<file path="config.mk">
export PLATFORM = sky130hd
export DESIGN_NAME = fifo_force_reducer
export DESIGN_NICKNAME = d
export VERILOG_FILES = /design/src/rtl/fifo_force_reducer.sv
export SDC_FILE = /design/constraint.sdc
export NUM_CORES = 1
export LEC_CHECK = 0
export CORE_UTILIZATION = 41
export DETAILED_ROUTE_END_ITERATION = 16
export HOLD_SLACK_MARGIN = 0.06
export PLACE_DENSITY = 0.7
export SETUP_SLACK_MARGIN = 0.2
export SYNTH_ARGS = -nofsm -noshare
export SYNTH_HDL_FRONTEND = slang
export SYNTH_SLANG_ARGS = --single-unit
</file>
<file path="constraint.sdc">
create_clock -name clk -period 3.8 [get_ports clk]
set_input_delay 0.38 -clock clk [delete_from_list [all_inputs] [get_ports clk]]
set_output_delay 0.38 -clock clk [all_outputs]
set_load 0.01 [all_outputs]
</file>
<file path="src/rtl/fifo_force_reducer.sv">
// Read-side consumer for a force FIFO: sums runs of same-ID force contributions
// into one record and hands it downstream on a valid/ready handshake.
//
// state | meaning
// IDLE  | nothing pending; waiting for a FIFO word
// ACCUM | summing same-ID words into the accumulator
// EMIT  | record held on out_*; waiting for out_ready
module fifo_force_reducer #(
    parameter int ID_W   = 16,
    parameter int DATA_W = 48,
    parameter int CNT_W  = 8,
    parameter int SUM_W  = DATA_W + CNT_W
) (
    input  logic                   clk,
    input  logic                   rst,
    input  logic [ID_W+DATA_W-1:0] fifo_data,
    input  logic                   fifo_empty,
    output logic                   fifo_consume,
    input  logic                   flush,
    output logic                   out_valid,
    input  logic                   out_ready,
    output logic [ID_W-1:0]        out_id,
    output logic [SUM_W-1:0]       out_sum,
    output logic [CNT_W-1:0]       out_cnt,
    output logic                   busy
);

    typedef enum logic [1:0] {IDLE, ACCUM, EMIT} state_t;

    localparam logic [CNT_W-1:0] CNT_MAX = '1;

    state_t state, state_nxt;

    logic [ID_W-1:0]          acc_id;
    logic [SUM_W-1:0]         acc_sum;
    logic [CNT_W-1:0]         acc_cnt;

    logic [ID_W-1:0]          head_id;
    logic signed [DATA_W-1:0] head_force;
    logic [SUM_W-1:0]         head_sext;
    logic                     same_id;

    logic load_new;
    logic add_head;
    logic load_out;

    assign head_id    = fifo_data[ID_W+DATA_W-1:DATA_W];
    assign head_force = fifo_data[DATA_W-1:0];
    assign head_sext  = SUM_W'(head_force);
    assign same_id    = (head_id == acc_id);

    assign out_valid = (state == EMIT);
    assign busy      = (state == ACCUM) || (state == EMIT);

    always_comb begin
        state_nxt    = state;
        fifo_consume = 1'b0;
        load_new     = 1'b0;
        add_head     = 1'b0;
        load_out     = 1'b0;
        case (state)
            IDLE: begin
                if (!fifo_empty) begin
                    fifo_consume = 1'b1;
                    load_new     = 1'b1;
                    state_nxt    = ACCUM;
                end
            end
            ACCUM: begin
                if (!fifo_empty) begin
                    if (same_id && (acc_cnt != CNT_MAX)) begin
                        fifo_consume = 1'b1;
                        add_head     = 1'b1;
                    end else begin
                        // ID change or full counter: the head word waits for the next record
                        load_out  = 1'b1;
                        state_nxt = EMIT;
                    end
                end else if (flush) begin
                    load_out  = 1'b1;
                    state_nxt = EMIT;
                end
            end
            EMIT: begin
                if (out_ready) begin
                    if (!fifo_empty) begin
                        fifo_consume = 1'b1;
                        load_new     = 1'b1;
                        state_nxt    = ACCUM;
                    end else begin
                        state_nxt = IDLE;
                    end
                end
            end
            default: state_nxt = IDLE;
        endcase
        if (rst) begin
            fifo_consume = 1'b0;
        end
    end

    always_ff @(posedge clk) begin
        if (rst) begin
            state   <= IDLE;
            acc_id  <= '0;
            acc_sum <= '0;
            acc_cnt <= '0;
            out_id  <= '0;
            out_sum <= '0;
            out_cnt <= '0;
        end else begin
            state <= state_nxt;
            if (load_new) begin
                acc_id  <= head_id;
                acc_sum <= head_sext;
                acc_cnt <= CNT_W'(1);
            end else if (add_head) begin
                acc_sum <= acc_sum + head_sext;
                acc_cnt <= acc_cnt + CNT_W'(1);
            end
            if (load_out) begin
                out_id  <= acc_id;
                out_sum <= acc_sum;
                out_cnt <= acc_cnt;
            end
        end
    end

endmodule

</file>
==> results of run 1 <==
==> synthesized netlist by cell type (all sizes together), types with 4 or more instances <==
library cell / n / share of area, %
nand4: 20 / 1.3
mux2i: 6 / 0.62
and2: 8 / 0.51
inv: 25 / 0.96
o21a: 6 / 0.46
nor4: 6 / 0.45
nand2: 303 / 12
buf: 12 / 0.77
ha: 60 / 7.7
o21ai: 48 / 2.5
o21bai: 15 / 1.2
xnor2: 32 / 2.9
xor2: 28 / 2.5
a311oi: 29 / 2.6
o211a: 4 / 0.41
o211ai: 5 / 0.53
nand3: 24 / 1.2
nor2b: 6 / 0.38
dfxtp: 162 / 33
nor3: 22 / 1.1
a211oi: 12 / 1.1
o31ai: 6 / 0.60
or3: 7 / 0.45
a21o: 30 / 2.3
a31oi: 11 / 1.0
and3: 11 / 0.70
a21oi: 188 / 9.8
nor2: 75 / 2.9
clkbuf: 76 / 2.9
nand2b: 6 / 0.38
==> metal layers <==
layer | global-route usage [%] | vias to the layer above
li1 | - | 4761
met1 | 31.99 | 4549
met2 | 38.12 | 290
met3 | 3.323 | 21
met4 | 6.162 | 2
met5 | 0 | -
==> metrics by stage <==
stage	power [mW]	hold slack [ps]	utilization, %	worst slack, ps	instances
final	6.744	453.3	51.83	401.0	1724
after global routing	7.153	470.6	51.83	298.0	1724
after CTS	6.757	455.2	51.83	372.5	1724
after detailed placement	4.832	446.2	49.10	199.6	1692
after global placement	4.804	442.6	49.10	252.8	1692
after floorplan	4.012	443.5	-	1044	1293
==> sequential cells by signal, summed over array words and instances, names as in the netlist <==
register	flops
state	2
out_sum	56
acc_sum	56
out_cnt	8
acc_id	16
out_id	16
acc_cnt	8
==> worst paths after layout <==
path / to / slack (ps)
worst max register to register: acc_sum[52]$_SDFFE_PP0P_ / 720
worst min-delay path: out_cnt[1]$_SDFFE_PP0P_ / 450
worst max-delay path: fifo_consume / 400
worst min register to register: out_cnt[1]$_SDFFE_PP0P_ / 450
==> final cells by class <==
class | instances | area, µm² | share of cell area, %
clock buffer | 18 | 439.2 | 3.620
clock inverter | 14 | 200.2 | 1.650
inverter | 26 | 97.59 | 0.8045
multi-input combinational | 1017 | 6077 | 50.10
sequential | 162 | 3243 | 26.74
tap | 319 | 399.1 | 3.290
timing repair buffer | 168 | 1674 | 13.80
==> cells by family after synthesis <==
| group | synth area share (%) |
|---|---|
| muxes | 0.6152 |
| AOI/OAI and AO/OA | 25.61 |
| adders and majority gates | 7.894 |
| DFF | 33.22 |
| and+or+nand+nor | 22.57 |
| buffers and inverters | 4.716 |
| xor gates and xnor gates | 5.383 |
==> report_power, final <==
group,switching (mW),total (mW),internal (mW)
clock,0.781,1.91,1.13
combinational,1.61,2.69,1.08
sequential,0.194,2.14,1.94
total,2.59,6.74,4.16
==> worst min-delay path, stage by stage, from the launching register on <==
cell and delay (ps):
dfxtp_1 310, nand2_1 50, a21oi_1 50
==> summary.md, run 1 <==
| Metric | Value |
|---|---|
| Clk slew on worst S/H paths | `70 ps` |
| Register area share after synthesis | `33.22%` |
| Post-Route M1 WL | `around 13,000 µm` |
| Worst IR Drop VDD | `271.9 µV` |
| IO buf count | `~150` |
| RSZ-0062 raised after global routing | `false` |
| Final-report max-slew violation count | `0` |
| Max incr delay on CP | `between 600 and 700 ps` |
| Post_cts resized | `0` |
| Core box area | `23,400 µm²` |
| Layout fillers | `about 2,300` |
| Routed WL | `28,060 µm` |
| Final min period | `3399 ps` |
| Die W | `156.3 µm` |
| Fin. Hold Viols | `0` |
| Die Y | `156.3 µm` |
| Critical Path RT | `3420 ps` |
| Synth-to-Final Area Change | `24.25%` |
| Placement Cell Area | `11,490 µm²` |
| Worst min path class | `register to register` |
| CTS tree | `yes` |
| CP dominant cell by count | `clkdlybuf4s50_1` |
| WL/cell | `16.27 µm` |
| Crit Reg-Reg Startpoint | `acc_sum[0]$_SDFFE_PP0P_` |
| Fin nets | `1,522` |
| Clk_lat worst skew | `440 ps` |
| CTS Hold Bufs | `0` |
| Total GRT Usage | `between 20% and 30%` |
| Share of cells above drive strength 1 | `5.552%` |
| Hold depth | `2` |
| ANT nets after route | `0` |
| # IOs | `152` |
| PD cells | `about 560 nW/µm²` |
| Setup Skew | `16.21 ps` |
| Diode count | `0` |
| TritonCTS Buffers | `17` |
| Hold path start | `out_cnt[1]$_SDFFE_PP0P_` |
| Most common cell after layout, fill and taps aside | `nand2_1` |
| Number of enable flip-flop cells after synthesis | `0` |
| First-pass GRT wire length | `approximately 46,000 µm` |
| Post-DP HPWL | `19,890 µm` |
| Synth async-reset ratio | `0%` |
| Slew at the pin with the worst max-slew slack | `879.9 ps` |
| Final setup vio count | `0` |
| Number of cells on the critical path | `8` |
| DR WL met3 | `around 1500 µm` |
| Max Cap Viol | `0` |
| Rows | `56` |
| Maximum number of pins on one net before global-route repair | `86` |
| Pre-antenna DRT Iters | `11` |
| P_leak | `4.648 nW` |
| Fmax | `slightly below 0.3 GHz` |
| DRC | `1` |
| Die area | `approximately 24,000 µm²` |
| Avg Inst Size Synth | `7.551 µm²` |
| Routed vias | `9,623` |
| Worst reg2reg path depth | `14` |
| Synth warn | `0` |
| Failing checks | `design-rule violations` |
| Clock sink total | `162` |
| CP arrival | `just over 3000 ps` |
| Initial Util | `41.72%` |
| Critical path origin | `fifo_data[55]` |
| Synth unique cells | `75` |
| Vias in the first global route | `9,105` |
| CP Max Fanout | `4` |
| Clock Tree Buf Depth | `2` |
| Routability cong. | `0.9129` |
| Setup bufs post-CTS | `0` |
| Root Driver | `clkbuf_16` |
| Initial antenna violation count | `1` |
| Mapped Area | `9763 µm²` |
| Final Cycle Share | `89.45%` |
| CP Capture Type | `output port` |
| Outcome | `complete, but fails checks` |
| Buf/Inv on CP | `2` |
| DR iter-0 viols | `758` |
| Slew headroom | `about 41%` |
| Vias per cell | `5.582` |
| Post-route cell area | `12,130 µm²` |
| Setup total negative slack | `0 ps` |
| FF+latch count, synth | `162` |
| Htree depth | `4` |
| Mapped Cells | `between 1,000 and 1,500` |
| Top FF cell, synth | `dfxtp_1` |
| Worst-path cell chain | `clkdlybuf4s50_1, xor2_1, nor4_1, o2111ai_1, nor4_2, nand2_2, a211oi_1, clkdlybuf4s50_1` |
| Highest Signal Layer | `met5` |
| Syn nets | `1,423` |
| Critical path class | `primary input to output port` |
| Delay-heaviest family, CP | `buffers and inverters` |
| Overflow after GRT | `0` |
| Routed met2 length | `12,900 µm` |
| Startpoint types | `primary input` |
| Slowest-stage cell, CP | `clkdlybuf4s50_1` |
| Most frequent cells in the layout | `nand2_1, a21oi_1, dfxtp_1` |
No activity file was read; power rests on OpenSTA's default activity.
==> inputs of run 2 (changes only) <==
--- a/config.mk
+++ b/config.mk
@@ -5,9 +5,11 @@
 export SDC_FILE = /design/constraint.sdc
 export NUM_CORES = 1
 export LEC_CHECK = 0
+export CORE_MARGIN = 2
 export CORE_UTILIZATION = 41
 export DETAILED_ROUTE_END_ITERATION = 16
 export HOLD_SLACK_MARGIN = 0.06
+export MAX_ROUTING_LAYER = met4
 export PLACE_DENSITY = 0.7
 export SETUP_SLACK_MARGIN = 0.2
 export SYNTH_ARGS = -nofsm -noshare
==> run 2 against run 1 <==
Net effect:
- the flow now finishes without violations
- via count shrank 1.6%
- flip-flop and latch count is the same
- sequential power is essentially flat
- fmax grew 3.5%
- clock power shrank 14%
==> summary.md, run 2 (same netlist as run 1, synthesis figures left out) <==
| Metric | Value |
|---|---|
| Post-DP HPWL | `20,410 µm (+2.6%)` |
| Internal power | `3.891 mW (-6.4%)` |
| Synth-to-Final Area Change | `23.55%` |
| Htree depth | `4 (unchanged)` |
| ANT nets after route | `0 (unchanged)` |
| Reg power frac | `33.0% (+1.3 points)` |
| Die area | `25,060 µm² (+2.6%)` |
| Pre-antenna DRT Iters | `5 (-6)` |
| Clk_lat worst skew | `440 ps (about the same)` |
| CTS tree | `yes` |
| Overflow after GRT | `0 (unchanged)` |
| IO buf count | `151 (unchanged)` |
| CP arrival | `2910 ps (-110 ps)` |
| Critical path class | `primary input to output port` |
| Max Cap Viol | `0 (unchanged)` |
| Most frequent cells in the layout | `nand2_1, a21oi_1, dfxtp_1` |
| Fin nets | `1,526 (+0.26%)` |
| Setup bufs post-CTS | `0 (unchanged)` |
| Crit Reg-Reg Startpoint | `acc_sum[0]$_SDFFE_PP0P_` |
| Final-report max-slew violation count | `0 (unchanged)` |
| Worst Hold End | `out_sum[14]$_SDFFE_PP0P_` |
| Layout fillers | `2,278 (-1.2%)` |
| Max incr delay on CP | `610 ps (-20 ps)` |
| Share of cells above drive strength 1 | `5.678% (+0.13 points)` |
| CP dominant cell by count | `clkdlybuf4s50_1` |
| Delay-heaviest family, CP | `buffers and inverters` |
| Setup total negative slack | `0 ps (unchanged)` |
| Die Y | `158.3 µm (+1.3%)` |
| Met3 usage | `4.300% (+0.98 points)` |
| RSZ-0062 raised after global routing | `false` |
| WL/cell | `16.43 µm (+0.93%)` |
| Clk network pwr share | `25.5% (-2.8 points)` |
| Post_cts resized | `0 (unchanged)` |
| Buf/Inv on CP | `2 (unchanged)` |
| Switch Pwr | `2.592 mW (+0.17%)` |
| Vias in the first global route | `9,073 (-0.35%)` |
| Fmax | `0.3044 GHz (+3.5%)` |
| Hold WS | `402.3 ps (-51.05 ps)` |
| DR iter-0 viols | `788 (+4.0%)` |
| Diode count | `0 (unchanged)` |
| Routability cong. | `0.9016 (-1.2%)` |
| Final Cycle Share | `86.46% (-3.0 points)` |
| Maximum number of pins on one net before global-route repair | `75 (-13%)` |
| Worst IR Drop VDD | `306.8 µV (+13%)` |
| Slowest-stage cell, CP | `clkdlybuf4s50_1` |
| Outcome | `completed` |
| Clk slew on worst S/H paths | `70 ps (about the same)` |
| Rows | `56 (unchanged)` |
| Vias per cell | `5.481 (-1.8%)` |
| Most common cell after layout, fill and taps aside | `nand2_1` |
| First-pass GRT wire length | `46,060 µm (+0.27%)` |
| Reg-to-reg critical path endpoint | `acc_sum[52]$_SDFFE_PP0P_` |
| Regs by FF count | `acc_sum x56, out_sum x56` |
| Routed WL | `28,380 µm (+1.2%)` |
| Hold path start | `rst` |
| Routed vias | `9,471 (-1.6%)` |
| Top Usage Layer GRT | `met2` |
| CP Capture Type | `output port` |
| Initial Util | `41.72% (unchanged)` |
| CP Max Fanout | `4 (unchanged)` |
| # IOs | `152 (unchanged)` |
| GRT met2 Usage | `37.47% (-0.64 points)` |
| Combinational power share | `41.5% (+1.6 points)` |
| CTS Hold Bufs | `0 (unchanged)` |
| Core box area | `23,400 µm² (unchanged)` |
| Total GRT Usage | `23.62% (+0.30 points)` |
| Switching share of total power | `39.99% (+1.6 points)` |
| Critical path origin | `fifo_data[60]` |
| P_leak | `4.625 nW (-0.51%)` |
| Die W | `158.3 µm (+1.3%)` |
| Startpoint types | `primary input` |
| Flop-to-flop setup slack | `680 ps (-40 ps)` |
| Clock sink total | `162 (unchanged)` |
| GRT met1 Usage | `31.22% (-0.77 points)` |
| Worst-path cell chain | `clkdlybuf4s50_1, xor2_1, nor4_1, o2111ai_1, nor4_2, nand2_2, a211oi_1, clkdlybuf4s50_1` |
| Clock Tree Buf Depth | `2 (unchanged)` |
| Slew at the pin with the worst max-slew slack | `879.3 ps (-0.6477 ps)` |
| Final min period | `3285 ps (-113.7 ps)` |
| Worst min path class | `primary input to register` |
| Initial antenna violation count | `0 (-1)` |
| Worst reg2reg path depth | `14 (unchanged)` |
| PD cells | `537.4 nW/µm² (-3.3%)` |
| Root Driver | `clkbuf_16` |
| Critical Path RT | `3420 ps (about the same)` |
| DRC | `0 (-1)` |
| Final setup vio count | `0 (unchanged)` |
| Hold depth | `2 (unchanged)` |
| TritonCTS Buffers | `17 (unchanged)` |
| Setup Skew | `10.38 ps (-5.831 ps)` |
| Slew headroom | `41.24% (-0.096 points)` |
| Fin. Hold Viols | `0 (unchanged)` |
-- run 2: cell types whose count changed in the layout (fill, tap and decap cells not counted), sizes merged --
cell	before	now
bufinv	4	0
buf	18	22
inv	30	32
clkinvlp	2	1
clkbuf	18	19
clkinv	4	6
-- run 2: power by group through the flow --
stage | clock (mW) | combinational, mW | sequential (mW)
final | 1.65 | 2.69 | 2.14
after detailed placement | 0 | 2.66 | 2.18
after global placement | 0 | 2.65 | 2.17
after global routing | 1.77 | 2.98 | 2.17
after floorplan | 0 | 1.86 | 2.15
after CTS | 1.69 | 2.68 | 2.14
-- run 2: through the flow --
step                      area (µm²)  setup slack (ps)  power [mW]  utilization [%]  instances
after CTS                      12060             497.8       6.505            51.55       1728
after global placement         11510             250.6       4.819            49.18       1696
after floorplan                 9763              1044       4.012                -       1293
final                          12060             514.7       6.483            51.55       1728
after global routing           12060             374.3       6.927            51.55       1728
after detailed placement       11510             205.2       4.838            49.18       1696
-- run 2: cell type report --
type	count	area [µm²]	area share, %
clock buffers	19	432.9	3.589
inverters	26	97.59	0.8090
flip-flops and latches	162	3243	26.89
clock inverters	13	121.4	1.006
repair buffers	172	1692	14.02
multi-input cells	1017	6077	50.38
well taps	319	399.1	3.309
-- run 2: metal layers --
metal	up-vias	part of all wire, %
met3	35	4.5
met2	283	45
met4	0	1.7
met1	4387	49
met5	-	0
li1	4766	-
-- run 2: how the worst max path moves through the flow --
stage	endpoint	depth (start not counted)
floorplan	acc_sum[54]$_SDFFE_PP0P_	13
finish	fifo_consume	8
global route	fifo_consume	8
global placement	acc_sum[54]$_SDFFE_PP0P_	14
detailed placement	acc_sum[52]$_SDFFE_PP0P_	15
CTS	fifo_consume	8
==> inputs of run 3 (changes only) <==
--- a/config.mk
+++ b/config.mk
@@ -5,6 +5,7 @@
 export SDC_FILE = /design/constraint.sdc
 export NUM_CORES = 1
 export LEC_CHECK = 0
+export CAP_MARGIN = 20
 export CORE_MARGIN = 2
 export CORE_UTILIZATION = 41
 export DETAILED_ROUTE_END_ITERATION = 16
==> results of run 3 <==
No change in the layout: final DEF, timing and power equal those of run 2.
